--- src/rtl/swc_fabric_sink.sv ---
// Fabric sink for one swc_core source port: acks Wishbone fabric words, buffers them in a
// first-word-fall-through FIFO and presents frames as a valid/dreq beat stream with SOF/EOF.
module swc_fabric_sink #(
    parameter int unsigned g_fifo_depth      = 16,
    parameter int unsigned g_stall_threshold = 4
) (
    input  logic        clk_i,
    input  logic        rst_n_i,
    input  logic [15:0] snk_dat_i,
    input  logic [1:0]  snk_adr_i,
    input  logic [1:0]  snk_sel_i,
    input  logic        snk_cyc_i,
    input  logic        snk_stb_i,
    input  logic        snk_we_i,
    output logic        snk_stall_o,
    output logic        snk_ack_o,
    output logic        snk_err_o,
    output logic        snk_rty_o,
    output logic [15:0] rx_data_o,
    output logic [1:0]  rx_adr_o,
    output logic        rx_bytesel_o,
    output logic        rx_sof_o,
    output logic        rx_eof_o,
    output logic        rx_error_o,
    output logic        rx_valid_o,
    input  logic        rx_dreq_i,
    output logic [15:0] frame_cnt_o
);

    localparam int unsigned AddrW  = $clog2(g_fifo_depth);
    localparam int unsigned CntW   = AddrW + 1;
    localparam int unsigned EntryW = 22;
    localparam int unsigned StallAt = g_fifo_depth - g_stall_threshold;

    typedef enum logic [1:0] {StIdle, StRecv, StEndf} state_e;

    state_e            state_q;
    logic              cyc_q;
    logic              pushed_q;
    logic              frame_err_q;
    logic              stall_q;
    logic              ack_q;
    logic              err_q;
    logic [15:0]       frame_cnt_q;
    logic [AddrW-1:0]  wr_ptr_q;
    logic [AddrW-1:0]  rd_ptr_q;
    logic [CntW-1:0]   count_q;
    logic [CntW-1:0]   count_d;
    logic [EntryW-1:0] mem_q [g_fifo_depth];

    logic              xfer;
    logic              start;
    logic              in_frame;
    logic              frame_end;
    logic              fifo_full;
    logic              fifo_empty;
    logic              data_push;
    logic              eof_push;
    logic              push;
    logic              pop;
    logic              word_bad;
    logic              status_err;
    logic              sof;
    logic [EntryW-1:0] push_entry;
    logic [EntryW-1:0] head;

    assign xfer       = snk_cyc_i & snk_stb_i & ~stall_q;
    // cyc_q resets high so a cyc already asserted at reset release never opens a frame.
    assign start      = snk_cyc_i & ~cyc_q & (state_q != StRecv);
    assign in_frame   = start | ((state_q == StRecv) & snk_cyc_i);
    assign frame_end  = (state_q == StRecv) & ~snk_cyc_i;
    assign fifo_full  = count_q == CntW'(g_fifo_depth);
    assign fifo_empty = count_q == '0;

    assign data_push  = in_frame & xfer & snk_we_i & ~fifo_full;
    assign word_bad   = in_frame & xfer & (~snk_we_i | fifo_full);
    assign status_err = data_push & (snk_adr_i == 2'd2) & snk_dat_i[1];
    assign eof_push   = frame_end & pushed_q & ~fifo_full;
    assign push       = data_push | eof_push;
    assign pop        = ~fifo_empty & rx_dreq_i;
    assign sof        = start | ~pushed_q;

    // Entry layout: {eof, error, sof, bytesel, adr[1:0], dat[15:0]}.
    always_comb begin
        push_entry = '0;
        if (eof_push) begin
            push_entry[21] = 1'b1;
            push_entry[20] = frame_err_q;
        end else begin
            push_entry = {2'b00, sof, (snk_sel_i == 2'b10), snk_adr_i, snk_dat_i};
        end
    end

    always_comb begin
        count_d = count_q;
        if (push && !pop) begin
            count_d = count_q + CntW'(1);
        end else if (pop && !push) begin
            count_d = count_q - CntW'(1);
        end
    end

    always_ff @(posedge clk_i) begin
        if (push) begin
            mem_q[wr_ptr_q] <= push_entry;
        end
    end

    always_ff @(posedge clk_i) begin
        if (!rst_n_i) begin
            state_q     <= StIdle;
            cyc_q       <= 1'b1;
            pushed_q    <= 1'b0;
            frame_err_q <= 1'b0;
            stall_q     <= 1'b1;
            ack_q       <= 1'b0;
            err_q       <= 1'b0;
            frame_cnt_q <= '0;
            wr_ptr_q    <= '0;
            rd_ptr_q    <= '0;
            count_q     <= '0;
        end else begin
            cyc_q   <= snk_cyc_i;
            stall_q <= count_d >= CntW'(StallAt);
            ack_q   <= xfer & ~word_bad;
            err_q   <= word_bad;
            count_q <= count_d;
            if (push) begin
                wr_ptr_q <= wr_ptr_q + AddrW'(1);
            end
            if (pop) begin
                rd_ptr_q <= rd_ptr_q + AddrW'(1);
            end
            if (start) begin
                pushed_q    <= data_push;
                frame_err_q <= word_bad | status_err;
            end else begin
                pushed_q    <= pushed_q | data_push;
                frame_err_q <= frame_err_q | word_bad | status_err;
            end
            if (eof_push) begin
                frame_cnt_q <= frame_cnt_q + 16'd1;
            end
            case (state_q)
                StIdle:  if (start) state_q <= StRecv;
                StRecv:  if (!snk_cyc_i) state_q <= StEndf;
                StEndf:  state_q <= start ? StRecv : StIdle;
                default: state_q <= StIdle;
            endcase
        end
    end

    assign head = mem_q[rd_ptr_q];

    assign snk_stall_o  = stall_q;
    assign snk_ack_o    = ack_q;
    assign snk_err_o    = err_q;
    assign snk_rty_o    = 1'b0;
    assign frame_cnt_o  = frame_cnt_q;
    assign rx_valid_o   = ~fifo_empty;
    assign rx_eof_o     = rx_valid_o & head[21];
    assign rx_error_o   = rx_valid_o & head[20];
    assign rx_sof_o     = rx_valid_o & head[19];
    assign rx_bytesel_o = rx_valid_o & head[18];
    assign rx_adr_o     = rx_valid_o ? head[17:16] : 2'd0;
    assign rx_data_o    = rx_valid_o ? head[15:0] : 16'd0;

endmodule
--- config.mk ---
export PLATFORM = sky130hd
export DESIGN_NAME = swc_fabric_sink
export DESIGN_NICKNAME = d
export VERILOG_FILES = /design/src/rtl/swc_fabric_sink.sv
export SDC_FILE = /design/constraint.sdc
export NUM_CORES = 1
export LEC_CHECK = 0
export BUFFER_PORTS_ARGS = -buffer_cell sky130_fd_sc_hd__buf_4
export CORE_UTILIZATION = 54
export CTS_CLUSTER_DIAMETER = 100
export CTS_CLUSTER_SIZE = 12
export DETAILED_ROUTE_END_ITERATION = 6
export GPL_TIMING_DRIVEN = 0
export PLACE_DENSITY = 0.73
export SLEW_MARGIN = 15
export SYNTH_ARGS = -nofsm -noshare
export SYNTH_HDL_FRONTEND = slang
export SYNTH_SLANG_ARGS = --single-unit
--- constraint.sdc ---
create_clock -name clk_i -period 6 [get_ports clk_i]
set_clock_uncertainty 0.2 [all_clocks]
set_input_delay 0.9 -clock clk_i [delete_from_list [all_inputs] [get_ports clk_i]]
set_output_delay 0.9 -clock clk_i [all_outputs]
set_load 0.005 [all_outputs]
==> flow_summary.toml <==
[floorplan]
placementRows = 61
dieArea_mm2 = 0.0294
fp.dieW_um = 171
die_h_um = 171
start_util = 0.553
core_area_mm2 = 0.0280
num_io_pins = 69

[drt]
drt_wl_total_um = 33300
wl_met3_um = 2200
dr.pass1.iters = 5
dr.first_iter.drc_count = 753
via_count = 7679
dr.max_layer_used = "met5"
wire_per_inst_um = 26.5
avgViaCountPerCell = 6.12
drc = 0
ant_nets = 0
m1WireLength_um = 13400
wl_met2_um = 16800

[cts]
cts_sinks = 393
clk_pin_slew_ns = 0.06
clockRootBuffer = "clkbuf_16"
cts.path.max_buffers = 3
cts_tree = "done"
post_cts.repair.setup_buffers = 0
post_cts_resized = 0
holdBufCountCts = 0
cts_max_level = 2
numCtsBuffers = 38
clock_latency_ns = 0.52

[timing]
rsz0062_at_grt = "false"
finalSetupViolCount = 0
tightest_slew_ns = 1.14
totalNegativeSetupSlack_ns = 0
hold_viol = 0
maxSlewHeadroom = 0.238
final-max-slew-violation-count = 0
period_share = 0.744
fmaxAchievable_ghz = 0.224
min_period_ns = 4.47
fin_hold_ws_ns = 0.278

[global_route]
grt_max_degree = 23
grt_antenna_before_repair = 2
grt_remaining_overflow = 0
grt_pass1_vias = 8017
grt_usage = 0.239
grt_pass1_wl_um = 49700

[cells_and_area]
syn_to_final_growth_pct = 13.4
utilization = 0.627
diodes = 0
fill_cells = 1875
final_cell_mix = "352 x edfxtp_1, 110 x mux4_2, 67 x buf_4, 61 x and2_1"
final_common_cell = "edfxtp_1"
drive_gt1_frac = 0.290
layout.nets = 896

[power]
peakVddDrop_mv = 0.219
power_uw = 6220
swShare = 0.235
p_int_uw = 4750
leakage_uw = 0.00569
switchingPower_uw = 1460
p_per_area_mw_per_mm2 = 354
combinationalPowerShare = 0.167
seqPwrFrac = 0.485
pwr-share-clk = 0.347

[synthesis]
synth_seq_area_share = 0.736
synth-async-reset-ratio = 0
syn_area_per_cell_um2 = 20.5
synth_area_mm2 = 0.0155
yosysWarnings = 0
synth_top_flop_cell = "edfxtp_1"
synthTopCellsByArea = "edfxtp_1 68%, mux4_2 16%, dfxtp_1 5.3%"
synth.net_count = 790
netlist.area_leader.share = 0.683
synth_edf_count = 352
synth_cell_types = 46
synth_cells = 756
ys_ff_latch = 393
yosysTopAreaCell = "edfxtp_1"

[critical_path]
setup.worst_path.start_class = "flop"
worstPathMaxFanout = 10
arrival_ns = 3.37
critPathRequiredTime_ns = 4.90
crit_type = "flop to output pin"
endpoint_kind = "output pin"
r2r_start = "count_q[0]$_SDFF_PN0_"

[worst_hold_path]
hp-class = "flop to flop"
hp-start = "frame_err_q$_SDFF_PN0_"

[placement]
dp_hpwl_um = 19000
place_congestion = 0.824
io_buffers = 66

[run_status]
status = "complete, no violations"

[run]
maxCapViolations = 0
power groups by stage:
stage | clock [µW] | combinational, µW | sequential [µW]
finish | 2160 | 1040 | 3020
global route | 2280 | 1110 | 3020
CTS | 2180 | 1050 | 3020
detailed placement | 0 | 1040 | 3070
global placement | 0 | 1010 | 3070
floorplan | 0 | 655 | 3070
cell type report:
class / instances / area, µm² / share of cell area
inverter: 9 / 33.8 / 0.00192
clock inverter: 1 / 5.00 / 0.000285
tap: 378 / 473 / 0.0269
buffer: 36 / 198 / 0.0113
multi-input combinational: 318 / 3880 / 0.221
timing repair buffer: 66 / 495 / 0.0282
clock buffer: 54 / 1070 / 0.0612
sequential: 393 / 11400 / 0.649
sequential cells by signal, summed over array words and instances (netlist names), named ones only:
signal and count:
count_q 5, cyc_q 1, frame_cnt_o 16, frame_err_q 1
mem_q 352, pushed_q 1, rd_ptr_q 4, snk_ack_o 1
snk_err_o 1, snk_stall_o 1, state_q 2, wr_ptr_q 4
per-stage QoR:
step / instance area [µm²] / std cells / setup slack, ns
floorplan: 15500 / 756 / 2.91
global placement: 16400 / 1200 / 2.13
detailed placement: 16500 / 1200 / 2.15
CTS: 17600 / 1255 / 1.58
global route: 17600 / 1255 / 1.49
finish: 17600 / 1255 / 1.53
cells by family (layout without fill, tap and decap cells):
group	count (synthesis)	after routing	synth area share
flip-flops	393	393	0.736
AO/OA/AOI/OAI	21	21	0.00994
other	1	1	0.000242
buffers and inverters	45	166	0.0149
XOR/XNOR	24	24	0.0136
AND/OR/NAND/NOR	153	153	0.0584
adder cells (fa/ha/maj)	8	8	0.00647
multiplexers	111	111	0.161
worst max-delay path, cell delays in order (launching register included):
cell and delay (ns):
dfxtp_1 0.31, clkbuf_1 0.33, clkbuf_1 0.53, buf_2 0.45, mux4_2 0.40, mux4_2 0.50, and2_1 0.18, buf_4 0.14
cells in the mapped netlist, drive strengths merged (4+ instances only):
master / count
clkbuf: 20
and4: 6
dfxtp: 41
mux4: 110
nand2: 21
xnor2: 17
buf: 16
edfxtp: 352
a21boi: 5
and3: 11
nand4: 5
xor2: 7
nand3: 8
o21ai: 4
inv: 9
ha: 8
nor2: 9
and2: 69
nor2b: 6
metal layers:
layer	GRT usage	up-vias
met4	0.0807	2
met2	0.396	328
met1	0.322	4014
met3	0.0430	73
li1	-	3262
met5	0	-
final timing paths:
kind | to | slack, ns | cells after the start
worst max-delay path | rx_adr_o[0] | 1.53 | 7
worst min-delay path | frame_err_q$_SDFF_PN0_ | 0.28 | 2
worst max register to register | mem_q[4][6]$_DFFE_PP_ | 2.94 | 8
worst min register to register | frame_err_q$_SDFF_PN0_ | 0.28 | 2
Power figures use the tool's default switching activity.
